--- src/rtl/chip8_pkg.sv ---
// chip8_pkg: shared widths and helpers for the CHIP-8 delay/sound timer block.
package chip8_pkg;

   localparam int TIMER_W    = 8;
   localparam int TONE_CNT_W = 16;

   // Saturating decrement: a timer parked at zero never wraps to 255.
   function automatic logic [TIMER_W-1:0] dec_sat(input logic [TIMER_W-1:0] v);
      return (v == '0) ? v : v - 1'b1;
   endfunction

endpackage

--- src/rtl/chip8_down_timer.sv ---
// chip8_down_timer: one 60 Hz CHIP-8 timer; a load wins over a same-cycle tick.
module chip8_down_timer
   import chip8_pkg::*;
(
   input  logic               clk,
   input  logic               reset,
   input  logic               tick,
   input  logic               we,
   input  logic [TIMER_W-1:0] wdata,
   output logic [TIMER_W-1:0] count
);

   always_ff @(posedge clk or posedge reset)
      if (reset)
         count <= '0;
      else if (we)
         count <= wdata;
      else if (tick)
         count <= dec_sat(count);

endmodule

--- src/rtl/chip8_timers.sv ---
// chip8_timers: CHIP-8 delay and sound timers with vsync tick and speaker drive.
// Define CHIP8_TONE_EN for a TONE_HALF square-wave tone; otherwise spkr follows vsync.
module chip8_timers
   import chip8_pkg::*;
#(
   parameter int TONE_HALF = 4096
) (
   input  logic               clk,
   input  logic               reset,
   input  logic               vsync,
   input  logic               dt_we,
   input  logic               st_we,
   input  logic [TIMER_W-1:0] wdata,
   output logic [TIMER_W-1:0] dt_rdata,
   output logic               tick,
   output logic               beep,
   output logic               spkr
);

   logic               vsync_q;
   logic [TIMER_W-1:0] st_count;

   if (TONE_HALF < 1 || TONE_HALF > 65535) begin : g_bad_tone_half
      $error("chip8_timers: TONE_HALF must be 1..65535");
   end

   always_ff @(posedge clk or posedge reset)
      if (reset)
         vsync_q <= 1'b0;
      else
         vsync_q <= vsync;

   assign tick = vsync & ~vsync_q;

   chip8_down_timer u_delay (
      .clk   (clk),
      .reset (reset),
      .tick  (tick),
      .we    (dt_we),
      .wdata (wdata),
      .count (dt_rdata)
   );

   chip8_down_timer u_sound (
      .clk   (clk),
      .reset (reset),
      .tick  (tick),
      .we    (st_we),
      .wdata (wdata),
      .count (st_count)
   );

   assign beep = |st_count;

`ifdef CHIP8_TONE_EN
   logic [TONE_CNT_W-1:0] tone_cnt;
   logic                  phase;

   // Tone restarts from phase 0 every time beep rises.
   always_ff @(posedge clk or posedge reset)
      if (reset) begin
         tone_cnt <= '0;
         phase    <= 1'b0;
      end else if (!beep) begin
         tone_cnt <= '0;
         phase    <= 1'b0;
      end else if (tone_cnt == TONE_CNT_W'(TONE_HALF - 1)) begin
         tone_cnt <= '0;
         phase    <= ~phase;
      end else begin
         tone_cnt <= tone_cnt + 1'b1;
      end

   assign spkr = beep & phase;
`else
   assign spkr = beep & vsync;
`endif

endmodule
--- config.mk ---
export PLATFORM = sky130hd
export DESIGN_NAME = chip8_timers
export DESIGN_NICKNAME = d
export VERILOG_FILES = /design/src/rtl/chip8_pkg.sv /design/src/rtl/chip8_down_timer.sv /design/src/rtl/chip8_timers.sv
export SDC_FILE = /design/constraint.sdc
export NUM_CORES = 1
export LEC_CHECK = 0
export ABC_CLOCK_PERIOD_IN_PS = 3700
export CORE_MARGIN = 2
export CORE_UTILIZATION = 47
export DETAILED_ROUTE_END_ITERATION = 6
export GPL_ROUTABILITY_DRIVEN = 0
export PLACE_DENSITY = 0.75
export SYNTH_ARGS = -nofsm -noshare
export SYNTH_HDL_FRONTEND = slang
export SYNTH_SLANG_ARGS = --single-unit
--- constraint.sdc ---
create_clock -name clk -period 3.7 [get_ports clk]
set_clock_uncertainty 0.1 [all_clocks]
set_input_delay 0.925 -clock clk [delete_from_list [all_inputs] [get_ports clk]]
set_output_delay 0.925 -clock clk [all_outputs]
set_load 0.02 [all_outputs]
# Word level (Yosys, flattened, before mapping)
# Index checks and enable logic that the tools add are counted.
op_classes:
  add_sub_neg: 2
  eq_ne: 2
  mux: 6
  bitwise_logic: 3
  reduce_logical: 7
op_table:
  columns: ["operator", "count"]
  rows:
  - ["$mux 8", 6]
  - ["$logic_not 8->1", 2]
  - ["$sub 8x1->8 const B", 2]
  - ["$reduce_or 8->1", 1]
  - ["$ne 2x2->1 const B", 2]
  - ["$reduce_and 2->1", 2]
  - ["$reduce_bool 2->1", 2]
  - ["$and 1x1->1", 2]
  - ["$not 1->1", 1]
word_totals:
  ff_bits: 17
  input_bits: 13
  out_inout_bits: 11
  elab_cells: 23

# Logic depth before layout (Yosys ltp)
# Gate-level depths: netlist of run 1.
depth:
  depth_word: 4
  ltp_mapped: 6
  depth_no_buf: 5

# By module
# From an unflattened synthesis of run 1, not the netlist that was laid out.
unflattened:
  cells_unflattened: 129
  hier_area_um2: 1189.9
by_module_without_submodules:
  columns: ["mod", "n_inst", "cells_each", "area_per_inst_um2"]
  rows:
  - ["chip8_down_timer", 2, 61, 565.5]
  - ["chip8_timers", 1, 7, 58.8]

# Least setup slack after synthesis of run 1
# Ideal clock, no wire load.
synth_timing:
  kind: "register -> output"
  from: "register u_sound.count[0]"
  to: "output spkr"
  t_arrival_ns: 1.492
  required_time_ns: 2.675
  slack_ns: 1.183
  path_stages_with_launch: 6
  path_buffers: 0
  cell_sequence: "dfrtp_1 inv_1 ha_1 nor3b_1 nand2_1 and2_1"
synth_between:
  elab_chain_cells: 2
synth_rtl:
  columns: ["element", "line_no", "source"]
  rows:
  - ["start: declaration", "chip8_down_timer.sv:10", "output logic [TIMER_W-1:0] count"]
  - ["start signal: assignment", "chip8_down_timer.sv:17", "count <= wdata;"]
  - ["start signal: assignment", "chip8_down_timer.sv:19", "count <= dec_sat(count);"]
  - ["$reduce_or 8->1", "chip8_timers.sv:53", "assign beep = |st_count;"]
  - ["named net beep", "chip8_timers.sv:16", "output logic beep,"]
  - ["$and 1x1->1", "chip8_timers.sv:76", "assign spkr = beep & vsync;"]
  - ["end: declaration", "chip8_timers.sv:17", "output logic spkr"]
# The timed path passes the listed nets, and every way through them passes these cells.

# Worst setup path after layout of run 1
layout_timing:
  from: "register u_sound.count[0]"
  to: "output spkr"
layout_between:
  elab_chain_cells: 2
layout_rtl:
  columns: ["element", "line_no"]
  rows:
  - ["$reduce_or 8->1", "chip8_timers.sv:53"]
  - ["$and 1x1->1", "chip8_timers.sv:76"]
# No other way between the ends.

==> impl_metrics.csv, run 1 <==
group,metric,value,unit
pwr,p_int,0.000310,W
logic_synthesis,syn_avg_cell_area,8.76,um2
clock_tree,root_buffer,"clkbuf_4",
drt,drc_errors,0,
drt,viasPerCell,6.49,
sta,fmax,0.291,GHz
clock_tree,cts_tree,"done",
global_routing,grt_pass1_wl,4840,um
global_routing,grt_pass1_vias,1058,
floorplanning,die_x,53.0,um
logic_synthesis,ys_types,43,
sta,setup_viol,0,
pwr,swShare,0.354,
run_status,status,"complete, no violations",
drt,via_count,1149,
cells_and_area,layout-drive-gt1-share,0.0604,
drt,wl,2960,um
sta,worst_pin_slew,674,ps
clock_tree,numCtsBuffers,3,
clock_tree,clk_pin_slew,110,ps
clock_tree,postCtsSetupRepairBufs,0,
clock_tree,clock-sinks,17,
floorplanning,die_h,53.0,um
pwr,vdd_drop_max,273,uV
cells_and_area,final_common_cell,"clkdlybuf4s50_1",
pwr,power.density,343,mW/mm2
placed_design,dp_cells,173,
critical_path,reg2reg_slack,1600,ps
logic_synthesis,yosysWarnings,0,
global_routing,grt_max_degree,18,
logic_synthesis,yosysTopAreaCell,"dfrtp_1",
pwr,switchingPower,0.000170,W
sta,fin_crit_sh,0.930,
sta,relSlewSlack,0.550,
pwr,p_comb_frac,0.284,
placed_design,post-place-ws,320,ps
min_path,hp-start,"u_sound.count[0]$_DFFE_PP0P_",
sta,finalMaxSlewViolations,0,
min_path,hold_path.class,"reg -> reg",
sta,hold_viol,0,
floorplanning,num_rows,17,
cells_and_area,fin_nets,167,
cells_and_area,layout_common_cells,"clkdlybuf4s50_1 (23), dfrtp_1 (17), nor2_1 (12), inv_1 (10), nand2_1 (10)",
critical_path,critical_path_class,"reg -> out",
drt,ant_nets,0,
floorplanning,dieArea,0.00281,mm2
placed_design,dp_hpwl,2170,um
logic_synthesis,synth_area,0.00113,mm2
critical_path,critPathCaptureType,"output pin",
critical_path,rr_startpoint,"u_delay.count[0]$_DFFE_PP0P_",
cells_and_area,antennaDiodeCount,0,
sta,setup_tns,0,ps
critical_path,cp-start-kind,"flip-flop",
cells_and_area,final_cells,177,
pwr,p_seq_frac,0.491,
critical_path,cp.arrival,2420,ps
floorplanning,io_pins,24,
clock_tree,ctsResizeCount,0,
clock_tree,h-tree-depth,1,
critical_path,timing.rr.end,"u_delay.count[1]$_DFFE_PP0P_",
cells_and_area,area_delta_synth_final,23.8,%
critical_path,worstRegToRegCells,5,
pwr,p_leak,0.545,nW
min_path,hold_depth,2,
critical_path,cp_data_required_time,2670,ps
placed_design,io_buffer_count,23,
drt,first_pass_iters,4,
logic_synthesis,syn_nets,146,
logic_synthesis,yosys-top-cells-area,"dfrtp_1 (38%), ha_1 (4.4%), nor2_1 (4.0%)",
floorplanning,core_area,0.00223,mm2
drt,drtIter0Drc,51,
logic_synthesis,synthCells,129,
drt,drt-wirelength-per-cell,16.7,um
sta,finalCriticalPeriod,3440,ps
logic_synthesis,synth.top_cell.area_share,0.377,
sta,fin_ws,260,ps
sta,rsz0062_at_grt,"no",
floorplanning,start_util,0.506,
global_routing,grtUsageTotal,0.236,
min_path,hold_end,"u_sound.count[0]$_DFFE_PP0P_",
clock_tree,hold_buffers,0,
pwr,p_clk_frac,0.226,
job,maxCapViolCount,0,
clock_tree,cts.path.max_buffers,2,
global_routing,antenna_found_initial,0,
clock_tree,clk_latency,310,ps
critical_path,cp-startpoint,"u_sound.count[0]$_DFFE_PP0P_",
logic_synthesis,yosysSeqAreaShare,0.377,
global_routing,gr-total-overflow,0,
critical_path,path_max_fanout,5,
pwr,p_total,0.000480,W
logic_synthesis,ys_ff_latch,17,
metrics by stage:
stage,utilization,hold slack (ps),area [um2]
3_5_place_dp,0.614,494,1370
6_report,0.626,506,1400
3_3_place_gp,0.614,470,1370
5_1_grt,0.626,541,1400
4_1_cts,0.626,511,1400
2_1_floorplan,-,449,1130
sequential cells by signal (all words and copies together) (netlist names):
name / count
u_delay.count: 8
u_sound.count: 8
vsync_q: 1
critical path, stage by stage (launching register included):
cell	delay, ps
dfrtp_1	420
inv_1	110
ha_1	190
nor3b_1	540
nand2_1	140
and2_1	190
clkdlybuf4s50_1	530
how the worst max path moves through the flow:
stage           end  slack, ps  cells past startpoint
6_report       spkr        260                      6
2_1_floorplan  spkr       1180                      5
3_5_place_dp   tick        320                      4
5_1_grt        spkr        110                      6
3_3_place_gp   tick        340                      4
4_1_cts        spkr        310                      6
power groups by stage:
| stage | combinational, W | clock, W | sequential (W) |
|---|---|---|---|
| global placement | 0.000130 | 0 | 0.000237 |
| floorplan | 0.0000721 | 0 | 0.000241 |
| detailed placement | 0.000134 | 0 | 0.000238 |
| global route | 0.000149 | 0.000116 | 0.000239 |
| CTS | 0.000135 | 0.000105 | 0.000234 |
| finish | 0.000136 | 0.000108 | 0.000235 |
layout make-up:
class                           instances  area [um2]
Clock inverter                          1        5.00
Sequential cell                        17         425
Fill cell                             197         835
Inverter                               11        41.3
Clock buffer                            3        22.5
Timing Repair Buffer                   24         238
Multi-Input combinational cell         93         632
Tap cell                               28        35.0
synthesized netlist by cell type:
| cell | instances |
|---|---|
| buf_2 | 1 |
| nand3_1 | 3 |
| or4b_1 | 1 |
| o311ai_0 | 3 |
| or3_1 | 2 |
| nand4b_1 | 1 |
| or4b_2 | 1 |
| a21oi_1 | 2 |
| inv_1 | 10 |
| nand3b_1 | 3 |
| or4_1 | 2 |
| a31oi_1 | 6 |
| ha_1 | 4 |
| o311a_2 | 1 |
| mux2i_1 | 1 |
| dfrtp_1 | 17 |
| nor2_1 | 12 |
| nand4_1 | 2 |
| a221o_1 | 2 |
| or2b_1 | 1 |
| nor4_1 | 2 |
| clkbuf_1 | 7 |
| o2111ai_1 | 5 |
| inv_2 | 1 |
| and2_1 | 1 |
| or3b_2 | 1 |
| a2111oi_0 | 1 |
| o41ai_1 | 2 |
| nand2b_1 | 1 |
| a211o_1 | 1 |
| nor3_1 | 4 |
| nand2_1 | 10 |
| o311a_1 | 1 |
| o211ai_1 | 5 |
| o31a_1 | 1 |
| o31ai_1 | 2 |
| and3_1 | 1 |
| o21a_1 | 1 |
| and3b_1 | 1 |
| a2bb2oi_1 | 1 |
| nor4b_1 | 2 |
| o21ai_0 | 2 |
| nor3b_1 | 1 |
cells by family (layout without fill, tap and decap cells):
group,after synthesis,after routing,synth area share
AND/OR/NAND/NOR,52,52,0.257
AO/OA/AOI/OAI,36,36,0.249
buffers and inverters,19,39,0.0642
flip-flops,17,17,0.377
adder cells (fa/ha/maj),4,4,0.0443
multiplexers,1,1,0.00886
metal layers:
layer,up-vias,share of wire,track usage
li1,541,-,-
met1,549,0.46,0.325
met2,51,0.44,0.358
met3,8,0.073,0.0537
met4,0,0.030,0.0897
met5,-,0,0
(Power assumes the default switching activity.)
==> run 2: changes to the inputs <==
--- a/config.mk
+++ b/config.mk
@@ -5,11 +5,12 @@
 export SDC_FILE = /design/constraint.sdc
 export NUM_CORES = 1
 export LEC_CHECK = 0
-export ABC_CLOCK_PERIOD_IN_PS = 3700
+export ABC_CLOCK_PERIOD_IN_PS = 4200
 export CORE_MARGIN = 2
 export CORE_UTILIZATION = 47
 export DETAILED_ROUTE_END_ITERATION = 6
 export GPL_ROUTABILITY_DRIVEN = 0
+export MAX_ROUTING_LAYER = met4
 export PLACE_DENSITY = 0.75
 export SYNTH_ARGS = -nofsm -noshare
 export SYNTH_HDL_FRONTEND = slang
==> constraint.sdc (replaced) <==
create_clock -name clk -period 4.2 [get_ports clk]
set_clock_uncertainty 0.1 [all_clocks]
set_input_delay 1.05 -clock clk [delete_from_list [all_inputs] [get_ports clk]]
set_output_delay 1.05 -clock clk [all_outputs]
set_load 0.02 [all_outputs]
==> impl_metrics.csv, run 2 (synthesis gave the netlist of run 1 again) <==
group,metric,value,unit
run_status,status,"complete, no violations",
sta,relSlewSlack,0.553,
critical_path,worstRegToRegCells,5,
drt,wl,2940,um
floorplanning,die_x,53.0,um
sta,fmax,0.273,GHz
critical_path,cp_data_required_time,3050,ps
pwr,p_seq_frac,0.500,
sta,worst_pin_slew,670,ps
clock_tree,clock-sinks,17,
critical_path,critical_path_buf_inv_count,3,
critical_path,rr_startpoint,"u_delay.count[0]$_DFFE_PP0P_",
critical_path,worst_path_max_delay_cell,"clkdlybuf4s50_1",
cells_and_area,fin_nets,167,
cells_and_area,area_delta_synth_final,23.7,%
drt,drt-wirelength-per-cell,16.6,um
cells_and_area,layout_common_cells,"clkdlybuf4s50_1 (23), dfrtp_1 (17), nor2_1 (12), inv_1 (10), nand2_1 (10)",
critical_path,critPathCaptureType,"output pin",
global_routing,grtUsageTotal,0.246,
critical_path,cpLargestDelayFamily,"buffers and inverters",
global_routing,gr-total-overflow,0,
critical_path,cp.arrival,2510,ps
floorplanning,dieArea,0.00281,mm2
min_path,hold_depth,2,
clock_tree,h-tree-depth,1,
critical_path,slowest_delay,630,ps
sta,setup_viol,0,
min_path,hp-start,"u_delay.count[4]$_DFFE_PP0P_",
pwr,vdd_drop_max,202,uV
pwr,power.density,297,mW/mm2
critical_path,cp-start-kind,"input pin",
placed_design,io_buffer_count,23,
critical_path,path_max_fanout,10,
pwr,p_comb_frac,0.286,
floorplanning,start_util,0.506,
clock_tree,cts_tree,"done",
drt,drc_errors,0,
sta,setup_tns,0,ps
floorplanning,io_pins,24,
floorplanning,num_rows,17,
sta,fin_crit_sh,0.871,
clock_tree,clk_pin_slew,90,ps
drt,viasPerCell,6.28,
pwr,p_leak,0.542,nW
min_path,hold_end,"u_delay.count[4]$_DFFE_PP0P_",
job,maxCapViolCount,0,
cells_and_area,top_regs,"u_delay.count (8), u_sound.count (8), vsync_q (1)",
cells_and_area,antennaDiodeCount,0,
placed_design,dp_hpwl,2210,um
sta,finalCriticalPeriod,3660,ps
min_path,hold_path.class,"reg -> reg",
global_routing,antenna_found_initial,0,
critical_path,reg2reg_slack,2040,ps
clock_tree,postCtsSetupRepairBufs,0,
drt,ant_nets,0,
drt,via_count,1112,
global_routing,grt_pass1_wl,4890,um
cells_and_area,final_common_cell,"clkdlybuf4s50_1",
critical_path,cp_common_cell,"clkdlybuf4s50_1",
pwr,p_int,0.000274,W
critical_path,crit_chain,"clkdlybuf4s50_1 > nand2b_1 > inv_2 > clkdlybuf4s50_1",
clock_tree,ctsResizeCount,0,
clock_tree,hold_buffers,0,
clock_tree,cts.path.max_buffers,2,
clock_tree,numCtsBuffers,3,
pwr,switchingPower,0.000142,W
clock_tree,root_buffer,"clkbuf_4",
critical_path,critical_path_class,"in -> out",
global_routing,grt_pass1_vias,1063,
critical_path,timing.rr.end,"u_delay.count[1]$_DFFE_PP0P_",
sta,rsz0062_at_grt,"no",
clock_tree,clk_latency,290,ps
cells_and_area,layout-drive-gt1-share,0.0537,
sta,hold_viol,0,
floorplanning,die_h,53.0,um
global_routing,grt_max_degree,18,
floorplanning,core_area,0.00223,mm2
drt,drtIter0Drc,50,
drt,first_pass_iters,4,
pwr,p_clk_frac,0.214,
cells_and_area,fin_util,0.626,
sta,finalMaxSlewViolations,0,
pwr,swShare,0.341,
cells_and_area,fillCellCount,209,
[run 2: worst max path at each step]
stage / start / to / slack [ps] / depth (start not counted)
floorplan: u_sound.count[0]$_DFFE_PP0P_ / spkr / 1560 / 5
global placement: vsync / tick / 590 / 4
detailed placement: vsync / tick / 580 / 4
CTS: vsync / tick / 550 / 4
global route: vsync / tick / 500 / 4
finish: vsync / tick / 540 / 4
[run 2: layout make-up]
| class | count | area [um2] | area share |
|---|---|---|---|
| Multi-Input combinational cell | 93 | 632 | 0.452 |
| Sequential cell | 17 | 425 | 0.304 |
| Timing Repair Buffer | 24 | 238 | 0.170 |
| Inverter | 11 | 41.3 | 0.0295 |
| Tap cell | 28 | 35.0 | 0.0251 |
| Clock buffer | 4 | 26.3 | 0.0188 |
[run 2: routing by layer]
layer | global-route usage | wire length [um] | up-vias
met5 | - | 0 | -
met4 | 0.0513 | 15 | 0
met3 | 0.0537 | 196 | 2
met2 | 0.377 | 1390 | 46
met1 | 0.336 | 1340 | 527
li1 | - | - | 537
[run 2: power groups by stage]
| stage | combinational, W | clock (W) | sequential (W) |
|---|---|---|---|
| after floorplan | 0.0000636 | 0 | 0.000213 |
| after global placement | 0.000115 | 0 | 0.000209 |
| after detailed placement | 0.000118 | 0 | 0.000210 |
| after CTS | 0.000119 | 0.0000931 | 0.000207 |
| after global routing | 0.000132 | 0.0000989 | 0.000212 |
| final | 0.000119 | 0.0000888 | 0.000208 |
[run 2: worst register-to-register path: stages (launching register included)]
cell and delay (ps):
dfrtp_1 480, inv_1 140, ha_1 170, or4b_1 600, o21a_1 240, o311ai_0 310
[run 2: per-stage QoR]
step | std cells | setup slack, ps | cell area, um2 | total power [W] | hold slack [ps]
6_report | 177 | 542 | 1400 | 0.000416 | 503
5_1_grt | 177 | 497 | 1400 | 0.000443 | 533
3_5_place_dp | 173 | 576 | 1370 | 0.000329 | 495
4_1_cts | 177 | 555 | 1400 | 0.000419 | 508
2_1_floorplan | 129 | 1560 | 1130 | 0.000276 | 449
3_3_place_gp | 173 | 589 | 1370 | 0.000324 | 470
==> run 3: changes to the inputs <==
--- a/config.mk
+++ b/config.mk
@@ -5,7 +5,7 @@
 export SDC_FILE = /design/constraint.sdc
 export NUM_CORES = 1
 export LEC_CHECK = 0
-export ABC_CLOCK_PERIOD_IN_PS = 4200
+export ABC_CLOCK_PERIOD_IN_PS = 3750
 export CORE_MARGIN = 2
 export CORE_UTILIZATION = 47
 export DETAILED_ROUTE_END_ITERATION = 6
==> constraint.sdc (replaced) <==
create_clock -name clk -period 3.75 [get_ports clk]
set_clock_uncertainty 0.1 [all_clocks]
set_input_delay 0.9375 -clock clk [delete_from_list [all_inputs] [get_ports clk]]
set_output_delay 0.9375 -clock clk [all_outputs]
set_load 0.02 [all_outputs]
==> impl_metrics.csv, run 3 (synthesis gave the netlist of run 1 again) <==
group,metric,value,unit
run_status,status,"complete, no violations",
cells_and_area,top_regs,"u_delay.count (8), u_sound.count (8), vsync_q (1)",
critical_path,cp-startpoint,"vsync",
clock_tree,h-tree-depth,1,
pwr,vdd_drop_max,211,uV
critical_path,cp_data_required_time,2710,ps
critical_path,cp-start-kind,"input pin",
sta,fmax,0.292,GHz
critical_path,cp_common_cell,"clkdlybuf4s50_1",
clock_tree,clock-sinks,17,
cells_and_area,final_common_cell,"clkdlybuf4s50_1",
global_routing,grtUsageTotal,0.249,
critical_path,critPathCaptureType,"output pin",
drt,drt-wirelength-per-cell,16.4,um
global_routing,grt_max_degree,18,
critical_path,worstRegToRegCells,3,
floorplanning,num_rows,17,
cells_and_area,fin_nets,167,
clock_tree,numCtsBuffers,3,
drt,viasPerCell,6.27,
clock_tree,clk_pin_slew,100,ps
cells_and_area,layout-drive-gt1-share,0.0604,
clock_tree,cts.path.max_buffers,2,
cells_and_area,antennaDiodeCount,0,
critical_path,slowest_delay,630,ps
sta,rsz0062_at_grt,"no",
sta,setup_tns,0,ps
critical_path,critical_path_buf_inv_count,3,
sta,hold_viol,0,
critical_path,cp.arrival,2380,ps
global_routing,gr-total-overflow,0,
drt,ant_nets,0,
floorplanning,io_pins,24,
floorplanning,start_util,0.506,
drt,wl,2910,um
min_path,hold_depth,2,
cells_and_area,layout_common_cells,"clkdlybuf4s50_1 (23), dfrtp_1 (17), nor2_1 (12), inv_1 (10), nand2_1 (10)",
pwr,p_leak,0.545,nW
sta,finalCriticalPeriod,3420,ps
cells_and_area,final_cells,177,
sta,fin_crit_sh,0.912,
floorplanning,dieArea,0.00281,mm2
clock_tree,root_buffer,"clkbuf_4",
sta,finalMaxSlewViolations,0,
drt,via_count,1110,
placed_design,dp_hpwl,2140,um
sta,relSlewSlack,0.555,
placed_design,io_buffer_count,23,
sta,worst_pin_slew,666,ps
critical_path,rr_startpoint,"u_sound.count[3]$_DFFE_PP0P_",
critical_path,critical_path_class,"in -> out",
critical_path,cpLargestDelayFamily,"buffers and inverters",
global_routing,grt_pass1_wl,4870,um
critical_path,crit_chain,"clkdlybuf4s50_1 > nand2b_1 > inv_2 > clkdlybuf4s50_1",
min_path,hold_path.class,"reg -> reg",
floorplanning,core_area,0.00223,mm2
sta,setup_viol,0,
floorplanning,die_h,53.0,um
clock_tree,clk_latency,310,ps
clock_tree,hold_buffers,0,
placed_design,dp_cells,173,
cells_and_area,area_delta_synth_final,23.8,%
floorplanning,die_x,53.0,um
drt,first_pass_iters,4,
drt,drc_errors,0,
min_path,hp-start,"u_sound.count[0]$_DFFE_PP0P_",
drt,drtIter0Drc,46,
clock_tree,postCtsSetupRepairBufs,0,
critical_path,critical_path_depth,4,
global_routing,grt_pass1_vias,1069,
clock_tree,cts_tree,"done",
critical_path,worst_path_max_delay_cell,"clkdlybuf4s50_1",
job,maxCapViolCount,0,
pwr,power.density,337,mW/mm2
cells_and_area,fillCellCount,198,
critical_path,path_max_fanout,10,
pwr,p_total,0.000471,W
global_routing,antenna_found_initial,0,
clock_tree,ctsResizeCount,0,
-- run 3: report_power, final --
part	total (W)	internal (W)	switching, W
sequential	0.000232	0.000203	0.0000299
combinational	0.000133	0.0000633	0.0000702
clock	0.000105	0.0000399	0.0000654
total	0.000471	0.000306	0.000165
-- run 3: final cells by class --
class	count	area [um2]	share of cell area
multi-input combinational	93	632	0.452
sequential	17	425	0.304
timing repair buffer	24	238	0.170
inverter	11	41.3	0.0295
tap	28	35.0	0.0250
clock buffer	3	22.5	0.0161
clock inverter	1	5.00	0.00358
-- run 3: worst paths after layout --
| kind | end | slack (ps) |
|---|---|---|
| hold reg to reg | u_sound.count[0]$_DFFE_PP0P_ | 510 |
| max in group asynchronous | u_sound.count[7]$_DFFE_PP0P_ | 2200 |
| hold / removal | u_sound.count[0]$_DFFE_PP0P_ | 510 |
| setup reg to reg | u_sound.count[6]$_DFFE_PP0P_ | 1670 |
| min in group asynchronous | u_delay.count[2]$_DFFE_PP0P_ | 910 |
| setup / recovery | tick | 330 |
-- run 3: worst min-delay path, stage by stage, from the launching register on --
cell and delay [ps]:
dfrtp_1 420, nand2_1 80, o211ai_1 80
-- run 3: routing by layer --
metal | global-route usage | wire length [um] | up-vias
met3 | 0.0593 | 169 | 9
li1 | - | - | 538
met1 | 0.311 | 1380 | 526
met4 | 0.120 | 93 | 0
met5 | - | 0 | -
met2 | 0.377 | 1270 | 37
-- run 3: per-stage QoR --
step / hold slack [ps] / cell area [um2] / setup slack (ps) / util
finish: 510 / 1400 / 330 / 0.626
global placement: 470 / 1370 / 364 / 0.614
CTS: 514 / 1400 / 336 / 0.626
floorplan: 449 / 1130 / 1220 / -
detailed placement: 497 / 1370 / 350 / 0.614
global route: 540 / 1400 / 148 / 0.626
